===== config.mk =====
export PLATFORM = sky130hd
export DESIGN_NAME = axi_bridge_flat
export DESIGN_NICKNAME = d
export VERILOG_FILES = /design/src/rtl/axi_bridge_if.sv /design/src/rtl/axi_bridge.sv /design/src/flat_wrapper.sv
export SDC_FILE = /design/constraint.sdc
export NUM_CORES = 1
export LEC_CHECK = 0
export BUFFER_PORTS_ARGS = -buffer_cell sky130_fd_sc_hd__clkbuf_2
export CORE_AREA = 2 2 120 122
export DETAILED_ROUTE_END_ITERATION = 7
export DIE_AREA = 0 0 122 124
export PLACE_DENSITY_LB_ADDON = 0.08
export REMOVE_ABC_BUFFERS = 1
export SLEW_MARGIN = 20
export SYNTH_ARGS = -nofsm -noshare
export SYNTH_HDL_FRONTEND = slang
export SYNTH_SLANG_ARGS = --single-unit

===== constraint.sdc =====
create_clock -name clock -period 1.8 [get_ports clock]
set_input_delay 0.09 -clock clock [delete_from_list [all_inputs] [get_ports clock]]
set_output_delay 0.09 -clock clock [all_outputs]
set_load 0.03 [all_outputs]

===== src/rtl/axi_bridge_if.sv =====
// rtl/axi_bridge_if.sv - request/response and AXI4 master signal bundle for axi_bridge
//
// Groups the CPU-side request/response handshake and the id-less AXI4 master
// channels (AW, W, B, AR, R). Modport master is the bridge view; modport slave
// is the view of whatever sits around it (requester plus AXI slave).
// Parameters: ADDR_WIDTH (32/64), DATA_WIDTH (32/64/128), STRB_WIDTH derived.

interface axi_bridge_if #(
    parameter int ADDR_WIDTH = 32,
    parameter int DATA_WIDTH = 32,
    parameter int STRB_WIDTH = DATA_WIDTH / 8
);
    // request / response
    logic                  req_valid;
    logic                  req_instr;
    logic [ADDR_WIDTH-1:0] req_addr;
    logic [DATA_WIDTH-1:0] req_wdata;
    logic [STRB_WIDTH-1:0] req_wstrb;
    logic                  req_ready;
    logic                  resp_valid;
    logic [DATA_WIDTH-1:0] resp_rdata;
    logic                  resp_error;

    // write address
    logic [ADDR_WIDTH-1:0] m_axi_awaddr;
    logic [7:0]            m_axi_awlen;
    logic [2:0]            m_axi_awsize;
    logic [1:0]            m_axi_awburst;
    logic                  m_axi_awlock;
    logic [3:0]            m_axi_awcache;
    logic [2:0]            m_axi_awprot;
    logic [3:0]            m_axi_awqos;
    logic                  m_axi_awvalid;
    logic                  m_axi_awready;
    // write data
    logic [DATA_WIDTH-1:0] m_axi_wdata;
    logic [STRB_WIDTH-1:0] m_axi_wstrb;
    logic                  m_axi_wlast;
    logic                  m_axi_wvalid;
    logic                  m_axi_wready;
    // write response
    logic [1:0]            m_axi_bresp;
    logic                  m_axi_bvalid;
    logic                  m_axi_bready;
    // read address
    logic [ADDR_WIDTH-1:0] m_axi_araddr;
    logic [7:0]            m_axi_arlen;
    logic [2:0]            m_axi_arsize;
    logic [1:0]            m_axi_arburst;
    logic                  m_axi_arlock;
    logic [3:0]            m_axi_arcache;
    logic [2:0]            m_axi_arprot;
    logic [3:0]            m_axi_arqos;
    logic                  m_axi_arvalid;
    logic                  m_axi_arready;
    // read data
    logic [DATA_WIDTH-1:0] m_axi_rdata;
    logic [1:0]            m_axi_rresp;
    logic                  m_axi_rlast;
    logic                  m_axi_rvalid;
    logic                  m_axi_rready;

    modport master (
        input  req_valid, req_instr, req_addr, req_wdata, req_wstrb,
        output req_ready, resp_valid, resp_rdata, resp_error,
        output m_axi_awaddr, m_axi_awlen, m_axi_awsize, m_axi_awburst, m_axi_awlock,
               m_axi_awcache, m_axi_awprot, m_axi_awqos, m_axi_awvalid,
        input  m_axi_awready,
        output m_axi_wdata, m_axi_wstrb, m_axi_wlast, m_axi_wvalid,
        input  m_axi_wready,
        input  m_axi_bresp, m_axi_bvalid,
        output m_axi_bready,
        output m_axi_araddr, m_axi_arlen, m_axi_arsize, m_axi_arburst, m_axi_arlock,
               m_axi_arcache, m_axi_arprot, m_axi_arqos, m_axi_arvalid,
        input  m_axi_arready,
        input  m_axi_rdata, m_axi_rresp, m_axi_rlast, m_axi_rvalid,
        output m_axi_rready
    );

    modport slave (
        output req_valid, req_instr, req_addr, req_wdata, req_wstrb,
        input  req_ready, resp_valid, resp_rdata, resp_error,
        input  m_axi_awaddr, m_axi_awlen, m_axi_awsize, m_axi_awburst, m_axi_awlock,
               m_axi_awcache, m_axi_awprot, m_axi_awqos, m_axi_awvalid,
        output m_axi_awready,
        input  m_axi_wdata, m_axi_wstrb, m_axi_wlast, m_axi_wvalid,
        output m_axi_wready,
        output m_axi_bresp, m_axi_bvalid,
        input  m_axi_bready,
        input  m_axi_araddr, m_axi_arlen, m_axi_arsize, m_axi_arburst, m_axi_arlock,
               m_axi_arcache, m_axi_arprot, m_axi_arqos, m_axi_arvalid,
        output m_axi_arready,
        output m_axi_rdata, m_axi_rresp, m_axi_rlast, m_axi_rvalid,
        input  m_axi_rready
    );
endinterface


===== src/rtl/axi_bridge.sv =====
// rtl/axi_bridge.sv - single-beat request to AXI4 master bridge
//
// Ports: clock (rising edge), reset (synchronous, active-low),
//        bus (axi_bridge_if.master: request/response + AXI4 AW/W/B/AR/R).
// Parameters: ADDR_WIDTH, DATA_WIDTH, TIMEOUT (watchdog limit in cycles).
// Optional feature: define AXI_BRIDGE_TIMEOUT_EN to abort a READ/WRITE that
// waits TIMEOUT cycles, answering with resp_error=1.

module axi_bridge #(
    parameter int ADDR_WIDTH = 32,
    parameter int DATA_WIDTH = 32,
    parameter int TIMEOUT    = 1024
) (
    input  logic              clock,
    input  logic              reset,
    axi_bridge_if.master      bus
);
    localparam int STRB_WIDTH = DATA_WIDTH / 8;
    localparam int SIZE       = $clog2(STRB_WIDTH);
    localparam logic [ADDR_WIDTH-1:0] ADDR_MASK = {ADDR_WIDTH{1'b1}} << SIZE;

    typedef enum logic [1:0] {IDLE, READ, WRITE} state_t;

    state_t state, state_next;

    logic [ADDR_WIDTH-1:0] addr_q;
    logic [DATA_WIDTH-1:0] wdata_q;
    logic [STRB_WIDTH-1:0] wstrb_q;
    logic [2:0]            prot_q;
    logic                  ar_pending, aw_pending, w_pending;
    logic                  resp_valid_q, resp_error_q;
    logic [DATA_WIDTH-1:0] resp_rdata_q;

    logic req_ready_c, arvalid_c, rready_c, awvalid_c, wvalid_c, bready_c;
    logic accept, ar_hs, r_hs, aw_hs, w_hs, b_hs, timeout_hit;

    // Bus-level rlast and the low response bits carry no information for single beats.
    logic unused_inputs;
    assign unused_inputs = &{1'b0, bus.m_axi_rlast, bus.m_axi_rresp[0], bus.m_axi_bresp[0]};

    // ---------------- state register ----------------
    always_ff @(posedge clock) begin
        if (!reset) state <= IDLE;
        else        state <= state_next;
    end

    // ---------------- output decode ----------------
    always_comb begin
        req_ready_c = (state == IDLE);
        arvalid_c   = (state == READ)  && ar_pending;
        rready_c    = (state == READ);
        awvalid_c   = (state == WRITE) && aw_pending;
        wvalid_c    = (state == WRITE) && w_pending;
        // B is only accepted once both address and data have been handed over,
        // so an early bvalid from a misbehaving slave is simply left waiting.
        bready_c    = (state == WRITE) && !aw_pending && !w_pending;
    end

    assign accept = bus.req_valid && req_ready_c;
    assign ar_hs  = arvalid_c && bus.m_axi_arready;
    assign r_hs   = rready_c  && bus.m_axi_rvalid;
    assign aw_hs  = awvalid_c && bus.m_axi_awready;
    assign w_hs   = wvalid_c  && bus.m_axi_wready;
    assign b_hs   = bready_c  && bus.m_axi_bvalid;

`ifdef AXI_BRIDGE_TIMEOUT_EN
    localparam logic [15:0] TMO_LAST = 16'(TIMEOUT - 1);
    logic [15:0] tmo_cnt;

    // Counts busy cycles; the last allowed cycle is TIMEOUT-1 so the abort
    // lands after exactly TIMEOUT READ/WRITE cycles.
    always_ff @(posedge clock) begin
        if (!reset)               tmo_cnt <= 16'd0;
        else if (accept)          tmo_cnt <= 16'd0;
        else if (state != IDLE)   tmo_cnt <= tmo_cnt + 16'd1;
    end

    assign timeout_hit = (state != IDLE) && (tmo_cnt == TMO_LAST);
`else
    assign timeout_hit = 1'b0;
`endif

    // ---------------- next state ----------------
    always_comb begin
        state_next = state;
        case (state)
            IDLE:    if (accept) state_next = (bus.req_wstrb == '0) ? READ : WRITE;
            READ:    if (r_hs || timeout_hit) state_next = IDLE;
            WRITE:   if (b_hs || timeout_hit) state_next = IDLE;
            default: state_next = IDLE;
        endcase
    end

    // ---------------- datapath / response ----------------
    always_ff @(posedge clock) begin
        if (!reset) begin
            addr_q       <= '0;
            wdata_q      <= '0;
            wstrb_q      <= '0;
            prot_q       <= 3'b000;
            ar_pending   <= 1'b0;
            aw_pending   <= 1'b0;
            w_pending    <= 1'b0;
            resp_valid_q <= 1'b0;
            resp_rdata_q <= '0;
            resp_error_q <= 1'b0;
        end else begin
            // Response is a single-cycle pulse; data and error are zero otherwise.
            resp_valid_q <= 1'b0;
            resp_rdata_q <= '0;
            resp_error_q <= 1'b0;
            case (state)
                IDLE: begin
                    if (accept) begin
                        addr_q     <= bus.req_addr & ADDR_MASK;
                        wdata_q    <= bus.req_wdata;
                        wstrb_q    <= bus.req_wstrb;
                        prot_q     <= {bus.req_instr, 2'b00};
                        ar_pending <= (bus.req_wstrb == '0);
                        aw_pending <= (bus.req_wstrb != '0);
                        w_pending  <= (bus.req_wstrb != '0);
                    end
                end
                READ: begin
                    if (ar_hs) ar_pending <= 1'b0;
                    if (r_hs) begin
                        resp_valid_q <= 1'b1;
                        resp_rdata_q <= bus.m_axi_rdata;
                        resp_error_q <= bus.m_axi_rresp[1];
                    end else if (timeout_hit) begin
                        ar_pending   <= 1'b0;
                        resp_valid_q <= 1'b1;
                        resp_error_q <= 1'b1;
                    end
                end
                WRITE: begin
                    if (aw_hs) aw_pending <= 1'b0;
                    if (w_hs)  w_pending  <= 1'b0;
                    if (b_hs) begin
                        resp_valid_q <= 1'b1;
                        resp_error_q <= bus.m_axi_bresp[1];
                    end else if (timeout_hit) begin
                        aw_pending   <= 1'b0;
                        w_pending    <= 1'b0;
                        resp_valid_q <= 1'b1;
                        resp_error_q <= 1'b1;
                    end
                end
                default: ;
            endcase
        end
    end

    // ---------------- bus drive ----------------
    assign bus.req_ready     = req_ready_c;
    assign bus.resp_valid    = resp_valid_q;
    assign bus.resp_rdata    = resp_rdata_q;
    assign bus.resp_error    = resp_error_q;

    assign bus.m_axi_awaddr  = addr_q;
    assign bus.m_axi_awlen   = 8'd0;
    assign bus.m_axi_awsize  = 3'(SIZE);
    assign bus.m_axi_awburst = 2'b01;
    assign bus.m_axi_awlock  = 1'b0;
    assign bus.m_axi_awcache = 4'b0000;
    assign bus.m_axi_awprot  = prot_q;
    assign bus.m_axi_awqos   = 4'b0000;
    assign bus.m_axi_awvalid = awvalid_c;

    assign bus.m_axi_wdata   = wdata_q;
    assign bus.m_axi_wstrb   = wstrb_q;
    assign bus.m_axi_wlast   = 1'b1;
    assign bus.m_axi_wvalid  = wvalid_c;

    assign bus.m_axi_bready  = bready_c;

    assign bus.m_axi_araddr  = addr_q;
    assign bus.m_axi_arlen   = 8'd0;
    assign bus.m_axi_arsize  = 3'(SIZE);
    assign bus.m_axi_arburst = 2'b01;
    assign bus.m_axi_arlock  = 1'b0;
    assign bus.m_axi_arcache = 4'b0000;
    assign bus.m_axi_arprot  = prot_q;
    assign bus.m_axi_arqos   = 4'b0000;
    assign bus.m_axi_arvalid = arvalid_c;

    assign bus.m_axi_rready  = rready_c;
endmodule


===== src/flat_wrapper.sv =====
// flat-port wrapper written by rule: the top's interface ports become plain ports
module axi_bridge_flat 
#(
    parameter int ADDR_WIDTH = 32,
    parameter int DATA_WIDTH = 32,
    parameter int TIMEOUT    = 1024
)
  (clock, reset, bus_req_valid, bus_req_instr, bus_req_addr, bus_req_wdata, bus_req_wstrb, bus_req_ready, bus_resp_valid, bus_resp_rdata, bus_resp_error, bus_m_axi_awaddr, bus_m_axi_awlen, bus_m_axi_awsize, bus_m_axi_awburst, bus_m_axi_awlock, bus_m_axi_awcache, bus_m_axi_awprot, bus_m_axi_awqos, bus_m_axi_awvalid, bus_m_axi_awready, bus_m_axi_wdata, bus_m_axi_wstrb, bus_m_axi_wlast, bus_m_axi_wvalid, bus_m_axi_wready, bus_m_axi_bresp, bus_m_axi_bvalid, bus_m_axi_bready, bus_m_axi_araddr, bus_m_axi_arlen, bus_m_axi_arsize, bus_m_axi_arburst, bus_m_axi_arlock, bus_m_axi_arcache, bus_m_axi_arprot, bus_m_axi_arqos, bus_m_axi_arvalid, bus_m_axi_arready, bus_m_axi_rdata, bus_m_axi_rresp, bus_m_axi_rlast, bus_m_axi_rvalid, bus_m_axi_rready);
  axi_bridge_if #(.ADDR_WIDTH(ADDR_WIDTH), .DATA_WIDTH(DATA_WIDTH)) bus_i ();
  input  logic clock;
  input  logic reset;
  input wire logic [$bits(bus_i.req_valid)-1:0] bus_req_valid;
  input wire logic [$bits(bus_i.req_instr)-1:0] bus_req_instr;
  input wire logic [$bits(bus_i.req_addr)-1:0] bus_req_addr;
  input wire logic [$bits(bus_i.req_wdata)-1:0] bus_req_wdata;
  input wire logic [$bits(bus_i.req_wstrb)-1:0] bus_req_wstrb;
  output wire logic [$bits(bus_i.req_ready)-1:0] bus_req_ready;
  output wire logic [$bits(bus_i.resp_valid)-1:0] bus_resp_valid;
  output wire logic [$bits(bus_i.resp_rdata)-1:0] bus_resp_rdata;
  output wire logic [$bits(bus_i.resp_error)-1:0] bus_resp_error;
  output wire logic [$bits(bus_i.m_axi_awaddr)-1:0] bus_m_axi_awaddr;
  output wire logic [$bits(bus_i.m_axi_awlen)-1:0] bus_m_axi_awlen;
  output wire logic [$bits(bus_i.m_axi_awsize)-1:0] bus_m_axi_awsize;
  output wire logic [$bits(bus_i.m_axi_awburst)-1:0] bus_m_axi_awburst;
  output wire logic [$bits(bus_i.m_axi_awlock)-1:0] bus_m_axi_awlock;
  output wire logic [$bits(bus_i.m_axi_awcache)-1:0] bus_m_axi_awcache;
  output wire logic [$bits(bus_i.m_axi_awprot)-1:0] bus_m_axi_awprot;
  output wire logic [$bits(bus_i.m_axi_awqos)-1:0] bus_m_axi_awqos;
  output wire logic [$bits(bus_i.m_axi_awvalid)-1:0] bus_m_axi_awvalid;
  input wire logic [$bits(bus_i.m_axi_awready)-1:0] bus_m_axi_awready;
  output wire logic [$bits(bus_i.m_axi_wdata)-1:0] bus_m_axi_wdata;
  output wire logic [$bits(bus_i.m_axi_wstrb)-1:0] bus_m_axi_wstrb;
  output wire logic [$bits(bus_i.m_axi_wlast)-1:0] bus_m_axi_wlast;
  output wire logic [$bits(bus_i.m_axi_wvalid)-1:0] bus_m_axi_wvalid;
  input wire logic [$bits(bus_i.m_axi_wready)-1:0] bus_m_axi_wready;
  input wire logic [$bits(bus_i.m_axi_bresp)-1:0] bus_m_axi_bresp;
  input wire logic [$bits(bus_i.m_axi_bvalid)-1:0] bus_m_axi_bvalid;
  output wire logic [$bits(bus_i.m_axi_bready)-1:0] bus_m_axi_bready;
  output wire logic [$bits(bus_i.m_axi_araddr)-1:0] bus_m_axi_araddr;
  output wire logic [$bits(bus_i.m_axi_arlen)-1:0] bus_m_axi_arlen;
  output wire logic [$bits(bus_i.m_axi_arsize)-1:0] bus_m_axi_arsize;
  output wire logic [$bits(bus_i.m_axi_arburst)-1:0] bus_m_axi_arburst;
  output wire logic [$bits(bus_i.m_axi_arlock)-1:0] bus_m_axi_arlock;
  output wire logic [$bits(bus_i.m_axi_arcache)-1:0] bus_m_axi_arcache;
  output wire logic [$bits(bus_i.m_axi_arprot)-1:0] bus_m_axi_arprot;
  output wire logic [$bits(bus_i.m_axi_arqos)-1:0] bus_m_axi_arqos;
  output wire logic [$bits(bus_i.m_axi_arvalid)-1:0] bus_m_axi_arvalid;
  input wire logic [$bits(bus_i.m_axi_arready)-1:0] bus_m_axi_arready;
  input wire logic [$bits(bus_i.m_axi_rdata)-1:0] bus_m_axi_rdata;
  input wire logic [$bits(bus_i.m_axi_rresp)-1:0] bus_m_axi_rresp;
  input wire logic [$bits(bus_i.m_axi_rlast)-1:0] bus_m_axi_rlast;
  input wire logic [$bits(bus_i.m_axi_rvalid)-1:0] bus_m_axi_rvalid;
  output wire logic [$bits(bus_i.m_axi_rready)-1:0] bus_m_axi_rready;
  assign bus_i.req_valid = bus_req_valid;
  assign bus_i.req_instr = bus_req_instr;
  assign bus_i.req_addr = bus_req_addr;
  assign bus_i.req_wdata = bus_req_wdata;
  assign bus_i.req_wstrb = bus_req_wstrb;
  assign bus_req_ready = bus_i.req_ready;
  assign bus_resp_valid = bus_i.resp_valid;
  assign bus_resp_rdata = bus_i.resp_rdata;
  assign bus_resp_error = bus_i.resp_error;
  assign bus_m_axi_awaddr = bus_i.m_axi_awaddr;
  assign bus_m_axi_awlen = bus_i.m_axi_awlen;
  assign bus_m_axi_awsize = bus_i.m_axi_awsize;
  assign bus_m_axi_awburst = bus_i.m_axi_awburst;
  assign bus_m_axi_awlock = bus_i.m_axi_awlock;
  assign bus_m_axi_awcache = bus_i.m_axi_awcache;
  assign bus_m_axi_awprot = bus_i.m_axi_awprot;
  assign bus_m_axi_awqos = bus_i.m_axi_awqos;
  assign bus_m_axi_awvalid = bus_i.m_axi_awvalid;
  assign bus_i.m_axi_awready = bus_m_axi_awready;
  assign bus_m_axi_wdata = bus_i.m_axi_wdata;
  assign bus_m_axi_wstrb = bus_i.m_axi_wstrb;
  assign bus_m_axi_wlast = bus_i.m_axi_wlast;
  assign bus_m_axi_wvalid = bus_i.m_axi_wvalid;
  assign bus_i.m_axi_wready = bus_m_axi_wready;
  assign bus_i.m_axi_bresp = bus_m_axi_bresp;
  assign bus_i.m_axi_bvalid = bus_m_axi_bvalid;
  assign bus_m_axi_bready = bus_i.m_axi_bready;
  assign bus_m_axi_araddr = bus_i.m_axi_araddr;
  assign bus_m_axi_arlen = bus_i.m_axi_arlen;
  assign bus_m_axi_arsize = bus_i.m_axi_arsize;
  assign bus_m_axi_arburst = bus_i.m_axi_arburst;
  assign bus_m_axi_arlock = bus_i.m_axi_arlock;
  assign bus_m_axi_arcache = bus_i.m_axi_arcache;
  assign bus_m_axi_arprot = bus_i.m_axi_arprot;
  assign bus_m_axi_arqos = bus_i.m_axi_arqos;
  assign bus_m_axi_arvalid = bus_i.m_axi_arvalid;
  assign bus_i.m_axi_arready = bus_m_axi_arready;
  assign bus_i.m_axi_rdata = bus_m_axi_rdata;
  assign bus_i.m_axi_rresp = bus_m_axi_rresp;
  assign bus_i.m_axi_rlast = bus_m_axi_rlast;
  assign bus_i.m_axi_rvalid = bus_m_axi_rvalid;
  assign bus_m_axi_rready = bus_i.m_axi_rready;
  axi_bridge #(.ADDR_WIDTH(ADDR_WIDTH), .DATA_WIDTH(DATA_WIDTH), .TIMEOUT(TIMEOUT)) u_core (.clock(clock), .reset(reset), .bus(bus_i));
endmodule

==> impl_results.md, run 1 <==
* Status: finished, final reports clean
* Wire per inst at between 10 and 15 um
* R2R Setup Slk at 200 ps
* Hold Crit Start: bus_m_axi_rvalid
* Cell area after layout at between 6000 and 7000 sq um
* PwrDens at 969.4 nW/um^2
* Die Area at about 15000 sq um
* CTS tree: built
* Ant diodes at 0
* Synth Register Bits at 106
* Vias in the first global route at 3824
* Peak supply drop at 428.6 uV
* Final setup viols at 0
* Largest cells by area after synthesis: dfxtp_1 49%, buf_4 14%, a21boi_1 12%
* Num CTS Buffers at 9
* Sequential cell area fraction in the yosys report at 48.62%
* Reg-to-Reg Start: u_core.state[0]
* Post-CTS setup buffer count at 0
* CP Max Fanout at 8
* CP startpoint kind: flop
* Setup TNS at 0 ps
* Root buffer cell: clkbuf_16
* Final Hold Fails at 0
* Period minus WS final at ~1600 ps
* FMAX at 615.5 MHz
* Post-synth top flop: dfxtp_1
* Worst path bufs/invs at 2
* FF-to-FF path depth at 6
* CP Class: flop to output pin
* Setup repair after global routing missed its margin: false
* Std cell rows at 43
* WHS Path Cells at 3
* Top-count cell post-synth: nand2_1
* Slew Viols, Final at 0
* Worst EP arrival at 1530 ps
* Final ANT Viol Nets at 0
* Setup crit end kind: output pin
* Layout cells sized above 1 at between 30% and 40%
* Max Root-Sink Buffers at 2
* CP required at 1710 ps
* I/O Pins at 305
* Post-Syn Instances at 493
* Pin count of the biggest net entering global routing at 52
* Core ar. at 13720 sq um
* Vias per cell at slightly above 4
* Synth cell types at 25
* Total track usage at 14.82%
* Async S/R FF share, synth at 0%
* Post-place setup slack at 186.8 ps
* Synth Cell Area at 4364 sq um
* Die width at 122 um
* Slowest CP cell: dfxtp_1
* Vias at 4021
* Final setup margin at 175.2 ps
* CTS sink cnt at ~110
* Syn avg cell area at 8.852 sq um
* I/O Buffers at 246
* CP top delay family: flip-flops
* Synth area leader: dfxtp_1
* CP max stage delay at 330 ps
* # H-tree levels at 3
* Placed Area at about 5400 sq um
* Drt pass-1 iters at 4
* First-pass GRT wire length at 17600 um
* Layout Skew at approximately 5.5 ps
* DIE HEIGHT at roughly 120 um
* Nets@finish at 917
* Leak at 0.003301 uW
* Cells after DPL at 867
* Drt drc at 0
* Final cell count without fillers at 985
* Area grow syn2layout at 53.30%
* Grt ovf at 0
* Post-detail-place hpwl at 8227 um
* Synth cell count leaders: 138 x nand2_1, 106 x dfxtp_1, 84 x buf_4, 70 x a21boi_1, 36 x and2_1
* GPL Wtd Cong at 0.7072
* Synth Warn # at 0
* Clk_lat worst skew at around 340 ps
* Hold endpoint: u_core.bus.resp_error
* Initial antenna violation count at 0
* Effective utilization at floorplan at approximately a third
* R2r endpoint: u_core.bus.m_axi_wdata[25]
* Tcrit/Tclk final at 90.27%
* Post-Route WL at 11610 um
* Clk pin slew, worst setup/hold paths at 70 ps
* Post-synth EDFFs at 0
* Iteration-0 DRC Markers at between 70 and 80
* Top cell type's share of synthesized area at around half
* Crit-path cells: inv_1, ha_1, nor3b_2, clkbuf_2
* Worst Hold Class: input pin to flop
* Max-cap check violation count at 0
## final cells by class
class	count	area, sq um
fillers	1350	7029
repair buffers	355	2342
flip-flops and latches	106	2122
multi-input cells	325	1692
clock buffers	12	246.5
well taps	180	225.2
clock inverters	4	51.30
inverters	3	11.26
## per-layer routing
| layer | track usage (%) | part of all wire (%) | up-vias |
|---|---|---|---|
| met4 | 4.813 | 1.1 | 0 |
| li1 | - | - | 2035 |
| met1 | 15.91 | 39 | 1798 |
| met3 | 5.495 | 9.2 | 9 |
| met5 | 0 | 0 | - |
| met2 | 26.92 | 50 | 179 |
## worst register-to-register path, cell delays in order (launching register included)
cell and delay [ps]:
dfxtp_1 330, inv_1 80, ha_1 330, and2_2 350, buf_12 230, nand2_1 100
a21boi_1 110
## power by group
group / switching [uW] / internal (uW) / total, uW
logic: 1230 / 651 / 1880
clock network: 841 / 1120 / 1960
registers: 113 / 2530 / 2640
total: 2190 / 4300 / 6490
## flip-flops by register name, summed over array words and instances (netlist names)
name and cells:
u_core.ar_pending 1, u_core.aw_pending 1, u_core.bus.m_axi_araddr 30, u_core.bus.m_axi_arprot 1, u_core.bus.m_axi_wdata 32, u_core.bus.m_axi_wstrb 4, u_core.bus.resp_error 1, u_core.bus.resp_rdata 32
u_core.bus.resp_valid 1, u_core.state 2, u_core.w_pending 1
## timing repair
| action | CTS | global route |
|---|---|---|
| hold endpoints to repair | 100 | 0 |
| hold buffers | 102 | 0 |
| endpoints found under the setup margin | 0 | 1 |
| resized for setup | 0 | 1 |
## worst max-delay path by stage
stage	from	end	cells after the start
floorplan	u_core.state[0]	u_core.aw_pending	5
global placement	u_core.state[0]	u_core.bus.m_axi_wdata[7]	6
detailed placement	u_core.state[0]	u_core.bus.m_axi_wdata[3]	6
CTS	u_core.state[0]	bus_m_axi_bready	4
global route	u_core.state[0]	u_core.bus.m_axi_wdata[21]	6
finish	u_core.state[0]	bus_m_axi_bready	4
## logic make-up (layout without fill, tap and decap cells)
family,after synthesis,in the layout,share of synthesized area [%]
AO/OA/AOI/OAI,76,76,13.02
adder cells (fa/ha/maj),3,3,0.8602
buffers and inverters,113,374,17.20
flip-flops,106,106,48.62
multiplexers,4,4,0.9175
other,2,53,0.1721
AND/OR/NAND/NOR,189,189,19.21
## cell usage in the layout, fill, tap and decap left out
| cell type | netlist | final |
|---|---|---|
| ha_1 | 3 | 3 |
| a21oi_1 | 1 | 1 |
| dfxtp_1 | 106 | 106 |
| nand2_1 | 138 | 137 |
| mux2i_1 | 4 | 4 |
| nor2_1 | 1 | 1 |
| nand2_2 | 0 | 1 |
| nand3_1 | 4 | 4 |
| clkbuf_2 | 1 | 246 |
| a221oi_2 | 1 | 1 |
| a22oi_1 | 1 | 1 |
| clkbuf_16 | 0 | 9 |
| clkinv_2 | 0 | 1 |
| clkbuf_8 | 0 | 1 |
| clkinv_4 | 0 | 1 |
| clkinvlp_4 | 0 | 1 |
| and2_2 | 0 | 1 |
| o21ai_1 | 3 | 3 |
| and3_1 | 1 | 1 |
| buf_12 | 0 | 3 |
| nor4_1 | 1 | 1 |
| conb_1 | 2 | 53 |
| bufinv_16 | 0 | 1 |
| buf_4 | 84 | 4 |
| and2_1 | 36 | 35 |
| a21boi_1 | 70 | 70 |
| or3b_1 | 1 | 1 |
| nor2b_1 | 3 | 3 |
| or3_1 | 2 | 2 |
| dlygate4sd3_1 | 0 | 102 |
| clkbuf_1 | 17 | 2 |
| inv_1 | 3 | 3 |
| or4_4 | 1 | 1 |
| nor3b_2 | 0 | 1 |
## per-stage QoR
step                      utilization (%)  total power (uW)  hold WS [ps]
after global placement              39.12              4413         290.0
after detailed placement            39.12              4428         292.1
after CTS                           48.73              6596         47.58
after global routing                48.76              6845         66.61
after floorplan                         -              3811         211.7
final                               48.76              6485         68.06
(Power assumes the default switching activity.)
==> run 2: changes to the inputs <==
--- a/config.mk
+++ b/config.mk
@@ -5,10 +5,11 @@
 export SDC_FILE = /design/constraint.sdc
 export NUM_CORES = 1
 export LEC_CHECK = 0
+export ABC_AREA = 1
 export BUFFER_PORTS_ARGS = -buffer_cell sky130_fd_sc_hd__clkbuf_2
-export CORE_AREA = 2 2 120 122
+export CORE_AREA = 5 5 115 117
 export DETAILED_ROUTE_END_ITERATION = 7
-export DIE_AREA = 0 0 122 124
+export DIE_AREA = 0 0 120 122
 export PLACE_DENSITY_LB_ADDON = 0.08
 export REMOVE_ABC_BUFFERS = 1
 export SLEW_MARGIN = 20
==> run 2 against run 1 <==
Synthesized cell count is 10% higher. Total power increased by 43%. Global-route usage is 1.3 points higher. Combinational power rose by 130%. Area after synthesis down 2.0%. Critical path depth up 1. Die area is 3.2% lower. Via count increased by 2.6%. Worst setup slack got worse by 29 ps. Critical endpoint unchanged. Highest routed layer unchanged.
==> impl_results.md, run 2 <==
* Tcrit/Tclk final at 91.86% (was 90.27%)
* # H-tree levels at 3 (unchanged)
* Synth cell count leaders: 167 x nor2_1, 106 x dfxtp_1, 87 x buf_4, 45 x inv_1, 41 x o21ai_0 (was 138 x nand2_1, 106 x dfxtp_1, 84 x buf_4, 70 x a21boi_1, 36 x and2_1)
* Fin Hold WS at 11.14 ps (was 68.06 ps)
* FF-to-FF path depth at 8 (was 6)
* Largest family of logic cells by synthesized area: buffers and inverters (was simple AND/OR/NAND/NOR gates)
* Clock share of power at 19.7% (was 30.2%)
* Final Hold Fails at 0 (unchanged)
* CTS Hold Bufs at 86 (was 102)
* PostCTS Resize Cnt at 0 (unchanged)
* Slowest CP cell: dfxtp_1 (unchanged)
* DIE HEIGHT at 122 um (was 124 um)
* CP max stage delay at 330 ps (about the same)
* Synth Warn # at 0 (unchanged)
* Clk pin slew, worst setup/hold paths at 60 ps (was 70 ps)
* Top cell type's share of synthesized area at 49.61% (was 48.62%)
* Grt ovf at 0 (unchanged)
* CP startpoint kind: flop (unchanged)
* Wire per inst at 12.43 um (was 11.79 um)
* First-pass GRT wire length at 18890 um (was 17600 um)
* Period minus WS final at 1654 ps (was 1625 ps)
* FILL cells at 1150 (was 1350)
* Final setup viols at 0 (unchanged)
* Compound-gate portion of the synthesized area at 9.681% (was 13.02%)
* Drt pass-1 iters at 4 (unchanged)
* FMAX at 604.8 MHz (was 615.5 MHz)
* Post-Synth XOR/XNOR Area at 0% (unchanged)
* P_sw at 4119 uW (was 2187 uW)
* Nets@finish at 954 (was 917)
* Cells after DPL at 890 (was 867)
* Synth Cell Area at 4278 sq um (was 4364 sq um)
* I/O Buffers at 246 (unchanged)
* Synth cell types at 22 (was 25)
* CP Max Fanout at 7 (was 8)
* R2r endpoint: u_core.bus.m_axi_araddr[10] (was u_core.bus.m_axi_wdata[25])
* Pin count of the biggest net entering global routing at 68 (was 52)
* Post-synthesis mux area share at 0% (was 0.9174%)
* I/O Pins at 305 (unchanged)
* CTS sink cnt at 106 (unchanged)
* Status: finished, final reports clean (unchanged)
* Initial antenna violation count at 0 (unchanged)
* Worst Hold Class: input pin to flop (unchanged)
* Syn avg cell area at 7.878 sq um (was 8.852 sq um)
* Max-cap check violation count at 0 (unchanged)
* Leak at 0.003404 uW (was 0.003301 uW)
* Post-Synth Adder-Cell Area at 0.8774% (was 0.8601%)
* Effective utilization at floorplan at 34.89% (was 31.81%)
* Most used cell, CP: inv_1
* Fin util at 52.09% (was 48.76%)
* Seq pwr share at 34.4% (was 40.8%)
* Layout cells sized above 1 at 32.34% (was 33.79%)
* Hold Crit Start: bus_req_addr[8] (was bus_m_axi_rvalid)
* Area grow syn2layout at 49.28% (was 53.30%)
* Commonest non-fill, non-tap cell in the layout: clkbuf_2 (unchanged)
* Simple-gate share of the synthesized area at 17.70% (was 19.21%)
* CP required at 1710 ps (about the same)
* Setup crit end kind: output pin (unchanged)
* Post-synth top flop: dfxtp_1 (unchanged)
* Top-count cell post-synth: nor2_1 (was nand2_1)
* Internal cell power at 5184 uW (was 4299 uW)
* Async S/R FF share, synth at 0% (unchanged)
* Post-Syn Instances at 543 (was 493)
* Root buffer cell: clkbuf_16 (unchanged)
* Vias at 4125 (was 4021)
* Final cell count without fillers at 991 (was 985)
* CTS tree: built (unchanged)
* Drt drc at 0 (unchanged)
* Synth area leader: dfxtp_1 (unchanged)
* Setup repair after global routing missed its margin: false (unchanged)
* Vias per cell at 4.162 (was 4.082)
* Hold endpoint: u_core.bus.m_axi_araddr[8] (was u_core.bus.resp_error)
* WHS Path Cells at 3 (unchanged)
* Commonest non-fill, non-tap cells in the layout: 246 x clkbuf_2, 167 x nor2_1, 106 x dfxtp_1 (was 246 x clkbuf_2, 137 x nand2_1, 106 x dfxtp_1)
* Reg-to-Reg Start: u_core.state[1] (was u_core.state[0])
* Final setup margin at 146.4 ps (was 175.2 ps)
* Post-place setup slack at 182.4 ps (was 186.8 ps)
* PwrDens at 1457 nW/um^2 (was 969.4 nW/um^2)
* Iteration-0 DRC Markers at 186 (was 77)
* Vias in the first global route at 3898 (was 3824)
* Num CTS Buffers at 9 (unchanged)
* Layout Skew at 5.776 ps (was 5.549 ps)
* Sequential cell area fraction in the yosys report at 49.61% (was 48.62%)
* Worst EP arrival at 1560 ps (was 1530 ps)
* Core ar. at 12260 sq um (was 13720 sq um)
* Slew Viols, Final at 0 (unchanged)
* Post-detail-place hpwl at 8670 um (was 8227 um)
* Max Root-Sink Buffers at 2 (unchanged)
* Die width at 120 um (was 122 um)
* GPL Wtd Cong at 0.7226 (was 0.7072)
* Peak supply drop at 515.0 uV (was 428.6 uV)
* Std cell rows at 41 (was 43)
* Post-Route WL at 12320 um (was 11610 um)
* Total track usage at 16.08% (was 14.82%)
* Die Area at 14640 sq um (was 15130 sq um)
* Critical Path Start: u_core.state[0] (unchanged)
* Post-CTS setup buffer count at 0 (unchanged)
* Post-synth EDFFs at 0 (unchanged)
* Largest cells by area after synthesis: dfxtp_1 50%, buf_4 15%, nor2_1 15% (was dfxtp_1 49%, buf_4 14%, a21boi_1 12%)
* Synth Register Bits at 106 (unchanged)
* Logic pwr share at 45.9% (was 29.0%)
* Crit-path cells: inv_1, ha_1, inv_1, nor3_2, clkbuf_2 (was inv_1, ha_1, nor3b_2, clkbuf_2)
* R2R Setup Slk at 210 ps (was 200 ps)
* Ant diodes at 0 (unchanged)
* CP Class: flop to output pin (unchanged)
* Setup TNS at 0 ps (unchanged)
* Clk_lat worst skew at 340 ps (about the same)
* Sw frac at 44.27% (was 33.71%)
* Final ANT Viol Nets at 0 (unchanged)
## run 2: worst max-delay path: cells and delay by family (launching register included)
family / cells / cell delay (ps)
buffers and inverters: 3 / 450
flip-flops: 1 / 330
adder cells (fa/ha/maj): 1 / 300
AND/OR/NAND/NOR: 1 / 150
## run 2: layout make-up
type                    instances  area (sq um)  area share, %
repair buffers                341          2222          34.80
flip-flops and latches        106          2122          33.23
multi-input cells             333          1408          22.04
clock buffers                  13         260.3          4.075
well taps                     150         187.7          2.939
inverters                      46         173.9          2.723
clock inverters                 2         12.51         0.1959
## run 2: worst max-delay path by stage
stage | end | slack, ps | cells after the start
after floorplan | u_core.bus.m_axi_wstrb[0] | -850 | 6
after global placement | u_core.bus.m_axi_wdata[1] | 230 | 8
after detailed placement | u_core.bus.m_axi_araddr[10] | 180 | 8
after CTS | bus_m_axi_bready | 120 | 5
after global routing | bus_m_axi_bready | 50 | 5
final | bus_m_axi_bready | 150 | 5
## run 2: kinds of logic after synthesis
logic type | Yosys count
buf+inv | 155
compound gates | 82
simple gates | 195
flops | 106
other cells | 2
fa+ha+maj | 3
## run 2: power groups by stage
stage          sequential, uW  clock (uW)  combinational [uW]
2_1_floorplan            4540           0                1430
3_3_place_gp             3230           0                4140
3_5_place_dp             3270           0                4150
4_1_cts                  3210        1910                4310
5_1_grt                  3270        2010                4630
6_report                 3200        1830                4270
## run 2: per-stage QoR
| stage | instance area, sq um | power [uW] |
|---|---|---|
| global placement | 5253 | 7370 |
| global route | 6386 | 9903 |
| CTS | 6386 | 9436 |
| floorplan | 3704 | 5976 |
| detailed placement | 5253 | 7419 |
| finish | 6386 | 9302 |
## run 2: routing by layer
layer / up-vias / track usage, % / part of all wire [%]
met1: 1804 / 18.76 / 41
met4: 0 / 6.299 / 1.7
met5: - / 0 / 0
met3: 15 / 6.314 / 11
li1: 2119 / - / -
met2: 187 / 26.62 / 47
==> run 3: changes to the inputs <==
--- a/config.mk
+++ b/config.mk
@@ -7,9 +7,12 @@
 export LEC_CHECK = 0
 export ABC_AREA = 1
 export BUFFER_PORTS_ARGS = -buffer_cell sky130_fd_sc_hd__clkbuf_2
-export CORE_AREA = 5 5 115 117
+export CELL_PAD_IN_SITES_DETAIL_PLACEMENT = 0
+export CELL_PAD_IN_SITES_GLOBAL_PLACEMENT = 1
+export CORE_ASPECT_RATIO = 1.75
+export CORE_MARGIN = 5
+export CORE_UTILIZATION = 27
 export DETAILED_ROUTE_END_ITERATION = 7
-export DIE_AREA = 0 0 120 122
 export PLACE_DENSITY_LB_ADDON = 0.08
 export REMOVE_ABC_BUFFERS = 1
 export SLEW_MARGIN = 20
==> run 3 against run 2 <==
Total power rose by 0.23%. Fmax grew 2.8%. Global-route usage is 2.4 points lower. Count of clock-buffer cells in the layout shrank 4. Clock power rose by 5%. Worst hold slack worse by 6.1 ps. Routed wire length grew 6.8%. Sequential share of layout area fell by 0.36 points. Sequential power hardly changed. First-iteration DRC count down 41%. Flip-flop and latch count unchanged. Critical path depth unchanged.
==> impl_results.md, run 3 (same netlist as run 2, synthesis figures left out) <==
* Tcrit/Tclk final at 89.37% (was 91.86%)
* Sw frac at 45.54% (was 44.27%)
* Drt pass-1 iters at 4 (unchanged)
* Setup TNS at 0 ps (unchanged)
* Logic pwr share at 45.1% (was 45.9%)
* CTS tree: built (unchanged)
* Vias in the first global route at 4179 (was 3898)
* Num CTS Buffers at 9 (unchanged)
* # H-tree levels at 3 (unchanged)
* I/O Buffers at 246 (unchanged)
* FILL cells at 1662 (was 1150)
* Max Root-Sink Buffers at 2 (unchanged)
* CP Max Fanout at 7 (unchanged)
* Vias per cell at 4.014 (was 4.162)
* Setup crit end kind: output pin (unchanged)
* Final ANT Viol Nets at 0 (unchanged)
* Leak at 0.003417 uW (was 0.003404 uW)
* Worst EP arrival at 1520 ps (was 1560 ps)
* Period minus WS final at 1609 ps (was 1654 ps)
* Total track usage at 13.72% (was 16.08%)
* Hold Crit Start: bus_req_wdata[24] (was bus_req_addr[8])
* CTS sink cnt at 106 (unchanged)
* Commonest non-fill, non-tap cells in the layout: 246 x clkbuf_2, 167 x nor2_1, 106 x dfxtp_1 (unchanged)
* Post-detail-place hpwl at 9602 um (was 8670 um)
* Register area at 2122 sq um (unchanged)
* Clk pin slew, worst setup/hold paths at 70 ps (was 60 ps)
* Setup repair after global routing missed its margin: false (unchanged)
* WHS Path Cells at 3 (unchanged)
* Layout cells sized above 1 at 32.66% (was 32.34%)
* Die width at 105.2 um (was 120 um)
* Worst Hold Class: input pin to flop (unchanged)
* Nets@finish at 957 (was 954)
* Grt ovf at 0 (unchanged)
* Drt drc at 0 (unchanged)
* P_sw at 4246 uW (was 4119 uW)
* DIE HEIGHT at 176.5 um (was 122 um)
* Area grow syn2layout at 50.92% (was 49.28%)
* Effective utilization at floorplan at 27.21% (was 34.89%)
* Ant diodes at 0 (unchanged)
* R2r endpoint: u_core.w_pending (was u_core.bus.m_axi_araddr[10])
* Clock share of power at 20.7% (was 19.7%)
* Layout Skew at 7.633 ps (was 5.776 ps)
* Internal cell power at 5077 uW (was 5184 uW)
* First-pass GRT wire length at 20780 um (was 18890 um)
* Peak supply drop at 534.5 uV (was 515.0 uV)
* FMAX at 621.7 MHz (was 604.8 MHz)
* Post-CTS setup buffer count at 0 (unchanged)
* Fin Hold WS at 5.076 ps (was 11.14 ps)
* CP Class: flop to output pin (unchanged)
* GPL Wtd Cong at 0.7513 (was 0.7226)
* Wire per inst at 12.72 um (was 12.43 um)
* Std cell rows at 61 (was 41)
* Post-Route WL at 13160 um (was 12320 um)
* Clk_lat worst skew at 350 ps (was 340 ps)
* Area of the multi-input gates at 1410 sq um (was 1408 sq um)
* Pin count of the biggest net entering global routing at 68 (unchanged)
* Initial antenna violation count at 0 (unchanged)
* Max-cap check violation count at 0 (unchanged)
* Final setup viols at 0 (unchanged)
* PwrDens at 1444 nW/um^2 (was 1457 nW/um^2)
* Slew Viols, Final at 0 (unchanged)
* FF-to-FF path depth at 7 (was 8)
* CP startpoint kind: flop (unchanged)
* Die Area at 18560 sq um (was 14640 sq um)
* Final Hold Fails at 0 (unchanged)
* Iteration-0 DRC Markers at 109 (was 186)
* Hold endpoint: u_core.bus.m_axi_wdata[24] (was u_core.bus.m_axi_araddr[8])
* Seq pwr share at 34.3% (was 34.4%)
* CP required at 1710 ps (about the same)
* Status: finished, final reports clean (unchanged)
* Root buffer cell: clkbuf_16 (unchanged)
* R2R Setup Slk at 250 ps (was 210 ps)
* Vias at 4150 (was 4125)
* Core ar. at 15720 sq um (was 12260 sq um)
* Reg-to-Reg Start: u_core.state[0] (was u_core.state[1])
* Commonest non-fill, non-tap cell in the layout: clkbuf_2 (unchanged)
* I/O Pins at 305 (unchanged)
-- run 3: repair_timing --
item                                   4_1_cts  5_1_grt
hold buffers                                89        0
endpoints found under the hold margin       89        0
gates resized for setup                      0        1
setup endpoints to repair                    0        1
-- run 3: power groups by stage --
stage	Sequential [uW]	Combinational [uW]	Clock [uW]
2_1_floorplan	4540	1430	0
3_3_place_gp	3230	4110	0
3_5_place_dp	3260	4110	0
4_1_cts	3210	4280	2040
5_1_grt	3280	4600	2110
6_report	3190	4200	1930
-- run 3: worst max path at each step --
stage / from / endpoint / slack [ps]
6_report: u_core.state[0] / bus_m_axi_bready / 190
5_1_grt: u_core.state[0] / bus_m_axi_bready / 80
4_1_cts: u_core.state[0] / bus_m_axi_bready / 80
3_5_place_dp: u_core.state[0] / u_core.w_pending / 230
3_3_place_gp: u_core.state[0] / u_core.bus.m_axi_araddr[2] / 270
2_1_floorplan: u_core.state[0] / u_core.bus.m_axi_wstrb[0] / -850
-- run 3: area by class of cell --
type	instances	share of cell area [%]
well taps	189	3.663
clock buffers	9	3.488
multi-input cells	333	21.84
clock inverters	7	0.9496
repair buffers	344	34.50
inverters	46	2.694
flip-flops and latches	106	32.87
-- run 3: critical path, stage by stage, from the launching register on --
cell	delay, ps
dfxtp_1	330
inv_1	90
ha_2	270
inv_1	100
nor3_2	150
clkbuf_2	240
-- run 3: layer usage --
metal	global-route usage (%)	share of wire [%]	wire, um	vias to the layer above
li1	-	-	-	2125
met1	14.57	37	4889	1831
met2	24.58	51	6705	180
met3	5.306	10	1312	14
met4	4.587	1.9	248	0
met5	0	0	0	-
-- run 3: stage by stage --
stage	setup WS [ps]	std cells	cell area (sq um)	total power, uW	utilization (%)
after floorplan	-846.1	485	3704	5976	-
after global placement	273.1	929	5276	7344	33.56
after detailed placement	234.3	929	5276	7374	33.56
after CTS	76.44	1034	6454	9526	41.05
after global routing	75.93	1034	6456	9993	41.06
final	191.4	1034	6456	9323	41.06
